===== src/rtl/phit_injector.sv =====
// Terminal-side injection stage: buffers packet words and bursts each complete packet as head/body/tail phits.
// Optional macro INJ_BACK_TO_BACK_EN removes the idle phit between consecutive packets.
module phit_injector #(
    parameter int DEPTH = 4
) (
    input  logic        i_clk,
    input  logic        i_rst_n,
    input  logic        i_valid,
    output logic        o_ready,
    input  logic [5:0]  i_route,
    input  logic [9:0]  i_payload,
    input  logic        i_last,
    output logic [17:0] o_phit,
    output logic        o_err
);

    localparam int AW = $clog2(DEPTH);
    localparam int CW = AW + 1;
    localparam logic [CW-1:0] FULL = CW'(DEPTH);

    typedef enum logic [1:0] {
        IDLE,
        SEND,
        TAIL1,
        DROP
    } state_t;

    state_t          state;
    state_t          state_next;
    logic [17:0]     mem [DEPTH];
    logic [AW-1:0]   wr_ptr;
    logic [AW-1:0]   rd_ptr;
    logic [CW-1:0]   count;
    logic [CW-1:0]   pkt_cnt;
    logic            expect_first;
    logic            gap_pending;
    logic            hold_gap;

    logic            accept;
    logic            wr_en;
    logic            pop;
    logic            flush;
    logic            tail_issue;
    logic [17:0]     phit_next;

    // Entry layout: {first, last, route, payload}
    logic            rd_first;
    logic            rd_last;
    logic [5:0]      rd_route;
    logic [9:0]      rd_payload;

    assign {rd_first, rd_last, rd_route, rd_payload} = mem[rd_ptr];

    assign o_ready = i_rst_n && ((count != FULL) || pop || (state == DROP));
    assign accept  = i_valid && o_ready;
    assign wr_en   = accept && (state != DROP);

`ifdef INJ_BACK_TO_BACK_EN
    assign hold_gap = 1'b0;
`else
    assign hold_gap = tail_issue;
`endif

    always_comb begin
        state_next = state;
        phit_next  = 18'h0;
        pop        = 1'b0;
        flush      = 1'b0;
        tail_issue = 1'b0;
        case (state)
            IDLE: begin
                // A full FIFO with no complete packet can never drain: drop it.
                if (count == FULL && pkt_cnt == '0) begin
                    flush      = 1'b1;
                    state_next = DROP;
                end else if (pkt_cnt != '0 && !gap_pending) begin
                    pop        = 1'b1;
                    phit_next  = {2'b01, (rd_first ? rd_route : 6'd0), rd_payload};
                    state_next = rd_last ? TAIL1 : SEND;
                end
            end
            SEND: begin
                pop = 1'b1;
                if (rd_last) begin
                    phit_next  = {2'b11, 6'd0, rd_payload};
                    tail_issue = 1'b1;
                    state_next = IDLE;
                end else begin
                    phit_next  = {2'b10, 6'd0, rd_payload};
                end
            end
            TAIL1: begin
                phit_next  = {2'b11, 16'h0};
                tail_issue = 1'b1;
                state_next = IDLE;
            end
            DROP: begin
                if (i_valid && i_last) begin
                    state_next = IDLE;
                end
            end
            default: state_next = IDLE;
        endcase
    end

    always_ff @(posedge i_clk) begin
        if (!i_rst_n) begin
            state        <= IDLE;
            wr_ptr       <= '0;
            rd_ptr       <= '0;
            count        <= '0;
            pkt_cnt      <= '0;
            expect_first <= 1'b1;
            gap_pending  <= 1'b0;
            o_phit       <= 18'h0;
            o_err        <= 1'b0;
        end else begin
            state       <= state_next;
            o_phit      <= phit_next;
            gap_pending <= hold_gap;
            if (accept) begin
                expect_first <= i_last;
            end
            if (flush) begin
                wr_ptr <= '0;
                rd_ptr <= '0;
                count  <= '0;
                o_err  <= 1'b1;
            end else begin
                if (wr_en) begin
                    wr_ptr <= wr_ptr + 1'b1;
                end
                if (pop) begin
                    rd_ptr <= rd_ptr + 1'b1;
                end
                count <= count + CW'(wr_en) - CW'(pop);
            end
            if (wr_en && i_last && !tail_issue) begin
                pkt_cnt <= pkt_cnt + 1'b1;
            end else if (tail_issue && !(wr_en && i_last)) begin
                pkt_cnt <= pkt_cnt - 1'b1;
            end
        end
    end

    always_ff @(posedge i_clk) begin
        if (wr_en) begin
            mem[wr_ptr] <= {expect_first, i_last, i_route, i_payload};
        end
    end

endmodule


===== config.mk =====
export PLATFORM = sky130hd
export DESIGN_NAME = phit_injector
export DESIGN_NICKNAME = d
export VERILOG_FILES = /design/src/rtl/phit_injector.sv
export SDC_FILE = /design/constraint.sdc
export NUM_CORES = 1
export LEC_CHECK = 0
export BUFFER_PORTS_ARGS = -buffer_cell sky130_fd_sc_hd__buf_4
export CAP_MARGIN = 15
export CORE_ASPECT_RATIO = 2
export CORE_MARGIN = 2
export CORE_UTILIZATION = 40
export DETAILED_ROUTE_END_ITERATION = 16
export PLACE_DENSITY = 0.63
export SETUP_SLACK_MARGIN = 0.4
export SKIP_CTS_REPAIR_TIMING = 1
export SYNTH_ARGS = -nofsm -noshare
export SYNTH_HDL_FRONTEND = slang
export SYNTH_SLANG_ARGS = --single-unit

===== constraint.sdc =====
create_clock -name i_clk -period 6.6 [get_ports i_clk]
set_input_delay 0.33 -clock i_clk [delete_from_list [all_inputs] [get_ports i_clk]]
set_output_delay 0.33 -clock i_clk [all_outputs]
set_load 0.02 [all_outputs]

## Yosys cells after proc, flatten, opt, wreduce, memory -nomap -nowiden

Memory sizes are Yosys's and may differ from the RTL's. A register that Yosys moved wholly into a read port is not among the register bits.
Cells that the tools add are included.

| word-level totals | value |
|---|---|
| RAM bits | 72 |
| register bits | 33 |
| output and inout bits | 20 |
| input bits | 20 |
| memories | 1 |

Memories:

| memory | words | bits a word | rd ports | clocked after Yosys merged registers in | write ports | line | source |
|---|---|---|---|---|---|---|---|
| mem | 4 | 18 | 1 | 1 | 1 | 30 | `logic [17:0] mem [DEPTH];` |

| operators by class | value |
|---|---|
| reduce and logical (&&, ||, !) cells | 20 |
| mux-type cells | 24 |
| bitwise gates (word level) | 1 |
| $add $sub $neg | 6 |
| equality and inequality tests | 9 |

Operators by type and width:

| operator | number |
|---|---|
| $pmux 18 s3 | 1 |
| $mux 17 | 3 |
| $mux 2 | 7 |
| $logic_and 1x1->1 | 9 |
| $pmux 2 s4 | 1 |
| $mux 1 | 7 |
| $mux 3 | 2 |
| $mux 6 | 1 |
| $ne 3x3->1 const B | 2 |
| $add 2x1->2 const B | 2 |
| $eq 2x2->1 const B | 2 |
| $ne 2x2->1 const B | 2 |
| $pmux 1 s2 | 2 |
| $add 3x1->3 | 1 |
| $add 3x1->3 const B | 1 |
| $eq 3x3->1 const B | 1 |
| $logic_not 1->1 | 3 |
| $logic_not 3->1 | 1 |
| $reduce_and 3->1 | 1 |
| $reduce_bool 3->1 | 1 |
| $sub 3x1->3 | 1 |
| $sub 3x1->3 const B | 1 |
| $eq 2x1->1 const B | 1 |
| $logic_not 2->1 | 1 |
| other kinds (5) | 6 |

## Logic depth before layout (Yosys ltp)

| depth | value |
|---|---|
| word-level depth | 15 |
| mapped depth | 13 |

## Worst setup path before layout

No wires, ideal clock.

| timing path | value |
|---|---|
| path type | register -> register |
| from | register with a tool-made name |
| to | register pkt_cnt[2] |
| stages on the path, launching flop included | 11 |
| period minus slack after synthesis | 2.577 ns |
| path slack | 4.023 ns |
| arrival time | 2.502 ns |
| path through | dfxtp_1 > buf_6 > mux4_2 > a21oi_1 > nand2b_1 > ha_1 > inv_1 > fa_1 > xor2_1 > or3_1 > a21boi_0 |

RTL lines:

| element | line | source |
|---|---|---|
| to (signal assigned) | 139 | `pkt_cnt <= pkt_cnt + 1'b1;` |
| to (signal assigned) | 141 | `pkt_cnt <= pkt_cnt - 1'b1;` |
| to (decl) | 34 | `logic [CW-1:0] pkt_cnt;` |

## Worst setup path in the final report

| timing path | value |
|---|---|
| from | register state[0] |
| to | register pkt_cnt[2] |

| between the ends | value |
|---|---|
| cells in the longest elaborated chain, start to end | 11 |
| elaborated cells between the ends (all ways) | 19 |
| those cells by class | 4 x eq/ne; 3 x mux; 12 x reduce/logical |

RTL lines:

| element | line | source |
|---|---|---|
| from (decl) | 28 | `state_t state;` |
| from (signal assigned) | 118 | `state <= state_next;` |
| $eq 2x1->1 / $logic_not 2->1 (equally long branches) | 70 | `case (state)` |
| $pmux 1 s2 | 70 |  |
| $logic_or 1x1->1 (2 in a row) | 54 | `assign o_ready = i_rst_n && ((count != FULL) \|\| pop \|\| (state == DROP));` |
| $logic_and 1x1->1 | 54 |  |
| $logic_and 1x1->1 | 55 | `assign accept = i_valid && o_ready;` |
| $logic_and 1x1->1 | 56 | `assign wr_en = accept && (state != DROP);` |
| $logic_and 1x1->1 | 138, 140 |  |
| $logic_not 1->1 | 140 | `end else if (tail_issue && !(wr_en && i_last)) begin` |
| $logic_and 1x1->1 | 140 |  |
| $reduce_bool 2->1 (no line) | n/a |  |

Parallel ways exist; a longest one is shown, timed or not.
A chain may end at the register's enable or synchronous reset.

==> metrics.md <==
| Metric | Value |
|---|---|
| Status | `finished, final reports clean` |
| FP Rows | `52` |
| Reg-to-reg critical path endpoint | `pkt_cnt[2]` |
| Syn Nets | `277` |
| DPL Wire Length | `4861 um` |
| Worst-Margin Slew | `between 0.9 and 1 ns` |
| DIE HEIGHT | `147.1 um` |
| Synth Warn # | `0` |
| Final min period | `about 3.2 ns` |
| Avg WL per Cell | `17.13 um` |
| Vias in the first global route | `2320` |
| DR pass1 iterations | `4` |
| Cell Count, Final, Fillers Out | `between 400 and 500` |
| DP Cell Count | `413` |
| R2R Path Start | `state[0]` |
| CTS tree | `done` |
| Synth cell types | `40` |
| Hold WS | `0.1775 ns` |
| Clock root buffer | `clkbuf_16` |
| IO buf count | `39` |
| Fillers | `a little under 900` |
| DIE WIDTH | `75.53 um` |
| Synthesized cell area | `4093 um^2` |
| Initial antenna violation count | `0` |
| Gate power share | `27.7%` |
| Worst-case reg-to-reg path depth | `10` |
| Area added between synthesis and finish | `18.95%` |
| Area leader, netlist | `edfxtp_1` |
| Register Area | `2863 um^2` |
| CTS sink cnt | `107` |
| Synth top area cells | `edfxtp_1 53%, dfxtp_1 17%, mux4_2 9.9%, ha_1 3.4%, and3_1 2.3%` |
| Lkg Pwr | `~0.0018 uW` |
| Synth Area per Inst | `about 17 um^2` |
| GP Congestion | `roughly 0.8` |
| # H-tree levels | `3` |
| Required @ worst endpoint | `between 6 and 7 ns` |
| Clock network power share | `29.8%` |
| Setup crit start kind | `register` |
| Final Hold Fails | `0` |
| Tot GR Track Use | `15.07%` |
| CP endpoint kind | `register` |
| Hold path start | `i_payload[0]` |
| Worst Hold End | `mem[0][0]` |
| Post-Route Setup TNS | `0 ns` |
| Max-slew headroom | `34.15%` |
| Slowest cell on the critical path | `nor2b_1` |
| Max Fclk | `roughly 0.32 GHz` |
| Max Fanout on Critical Path | `14` |
| RSZ-0062 raised after global routing | `no` |
| First-pass GRT wire length | `roughly 12000 um` |
| Number of synthesized flops with an enable pin | `72` |
| Full die area | `11110 um^2` |
| Vias | `around 2100` |
| Seq/Total Area, Yosys | `69.95%` |
| Reg2reg setup slack | `roughly 3.4 ns` |
| Syn Inst Count | `244` |
| Final ANT Viol Nets | `0` |
| Initial core utilization | `between 40% and 50%` |
| Worst Hold Class | `input port to register` |
| Final Max Slew Viols | `0` |
| Average via count per standard cell | `4.942` |
| Nets | `322` |
| Multi-input gate area | `1135 um^2` |
| Total power | `between 1500 and 2000 uW` |
| Initial DRC Count | `101` |
| Setup CP Type | `register to register` |
| Max Root-Sink Buffers | `2` |
| Largest net degree at the start of global routing | `19` |
| Fraction of registers with async set/reset | `0%` |
| DRT Wirelength | `about 7300 um` |
| Peak supply drop | `between 0.15 and 0.2 mV` |
| Number of synthesized register bits | `107` |
| Crit path DAT | `3.44 ns` |
| Overflow left after global routing | `0` |
| Commonest cells after routing, fill and taps aside | `72 x edfxtp_1, 42 x buf_4, 35 x dfxtp_1` |
| # diodes | `0` |
| Proportion of layout cells with a drive suffix above 1 | `28.23%` |
| CP peak stage delay | `0.70 ns` |
| Main synth FF type | `edfxtp_1` |
| Switching Share | `29.10%` |
| Core Region | `10020 um^2` |
| CP dominant cell by count | `ha_1` |
| Internal power | `1398 uW` |
| Final instance area | `approximately 4900 um^2` |
| Crit share post-route | `around 48%` |
| Clock skew | `0.006473 ns` |
| Ratio of total power to cell area | `just over 400 nW/um^2` |
| Final setup viols | `0` |
| Clk pin slew, worst setup/hold paths | `0.07 ns` |
| DP Area | `~4500 um^2` |
| Psw | `573.9 uW` |
| Leading cell type in the layout, fill and taps excluded | `edfxtp_1` |
| CP cell instances | `ha_1 -> nor2b_1 -> and2_0 -> and3_1 -> ha_1 -> inv_1 -> fa_1 -> xor2_1 -> or3_1 -> a21boi_0` |
| Synth top area share | `52.83%` |
| Post-route DRC | `0` |
| Sequential power share | `42.5%` |
| CTS buffer count | `9` |
| WHS Path Cells | `1` |
| Ports | `40` |
| Max-cap violation count | `0` |
| Worst skew pair latency | `0.34 ns` |
==> Yosys cell counts, types with 2 or more instances <==
cell / instances
a21bo_2: 2
a21boi_0: 2
a21oi_1: 6
and2_1: 2
and3_1: 15
buf_2: 3
clkbuf_1: 3
dfxtp_1: 35
edfxtp_1: 72
fa_1: 2
ha_1: 11
inv_1: 14
mux2i_1: 3
mux4_2: 18
nand2_1: 5
nand3_1: 3
nor2_1: 7
nor2b_1: 11
o21ai_0: 5
or3_1: 2
xnor2_1: 4
==> worst max path at each step <==
| stage | from | to | slack (ns) | depth (start not counted) |
|---|---|---|---|---|
| global placement | state[0] | pkt_cnt[2] | 3.55 | 10 |
| CTS | state[0] | pkt_cnt[2] | 3.43 | 10 |
| finish | state[0] | pkt_cnt[2] | 3.43 | 10 |
| detailed placement | state[0] | pkt_cnt[2] | 3.43 | 10 |
| floorplan | register | pkt_cnt[2] | 4.02 | 10 |
| global route | state[0] | pkt_cnt[2] | 3.15 | 10 |
==> worst max-delay path, delay by kind of cell (launching register included) <==
kind	cells	cell delay, ns
flops	1	0.34
xor+xnor	1	0.18
buf+inv	1	0.06
compound gates	1	0.17
fa+ha+maj	3	0.79
simple gates	4	1.55
==> routing by layer <==
metal / vias up / routed length, um / track usage, %
met3: 14 / 273 / 3.429
met1: 1045 / 2701 / 16.84
li1: 1006 / - / -
met5: - / 0 / 0
met2: 55 / 4143 / 25.52
met4: 0 / 229 / 8.158
==> registers in the layout, summed over array words and instances (netlist names), named ones only <==
| register | count |
|---|---|
| rd_ptr | 2 |
| state | 2 |
| mem | 72 |
| o_err | 1 |
| count | 3 |
| expect_first | 1 |
| wr_ptr | 2 |
| gap_pending | 1 |
| pkt_cnt | 3 |
| o_phit | 18 |
==> per-stage QoR <==
stage / setup slack (ns) / utilization (%)
after CTS: 3.432 / 48.59
final: 3.435 / 48.59
after floorplan: 4.023 / -
after detailed placement: 3.434 / 45.25
after global routing: 3.148 / 48.59
after global placement: 3.552 / 45.25
==> logic make-up after synthesis <==
group                      count (synthesis)  synth area share [%]
xor gates and xnor gates                   5                 1.070
adders and majority gates                 13                 4.341
and+or+nand+nor                           53                 7.582
buffers and inverters                     22                 2.323
AOI/OAI and AO/OA                         23                 4.097
muxes                                     21                 10.64
DFF                                      107                 69.95
==> final cells by class <==
class                   count  share of cell area, %
well taps                 135                  3.470
inverters                  14                  1.079
flip-flops and latches    107                  58.80
repair buffers             42                  6.476
clock buffers              10                  4.909
clock inverters             6                  1.953
multi-input cells         115                  23.31
==> power groups by stage <==
stage	Combinational, uW	Clock (uW)	Sequential (uW)
after CTS	560	602	840
after global placement	546	0	852
final	546	587	839
after detailed placement	557	0	854
after global routing	606	627	848
after floorplan	359	0	884
Note: power is estimated with default switching activity, not from simulation.
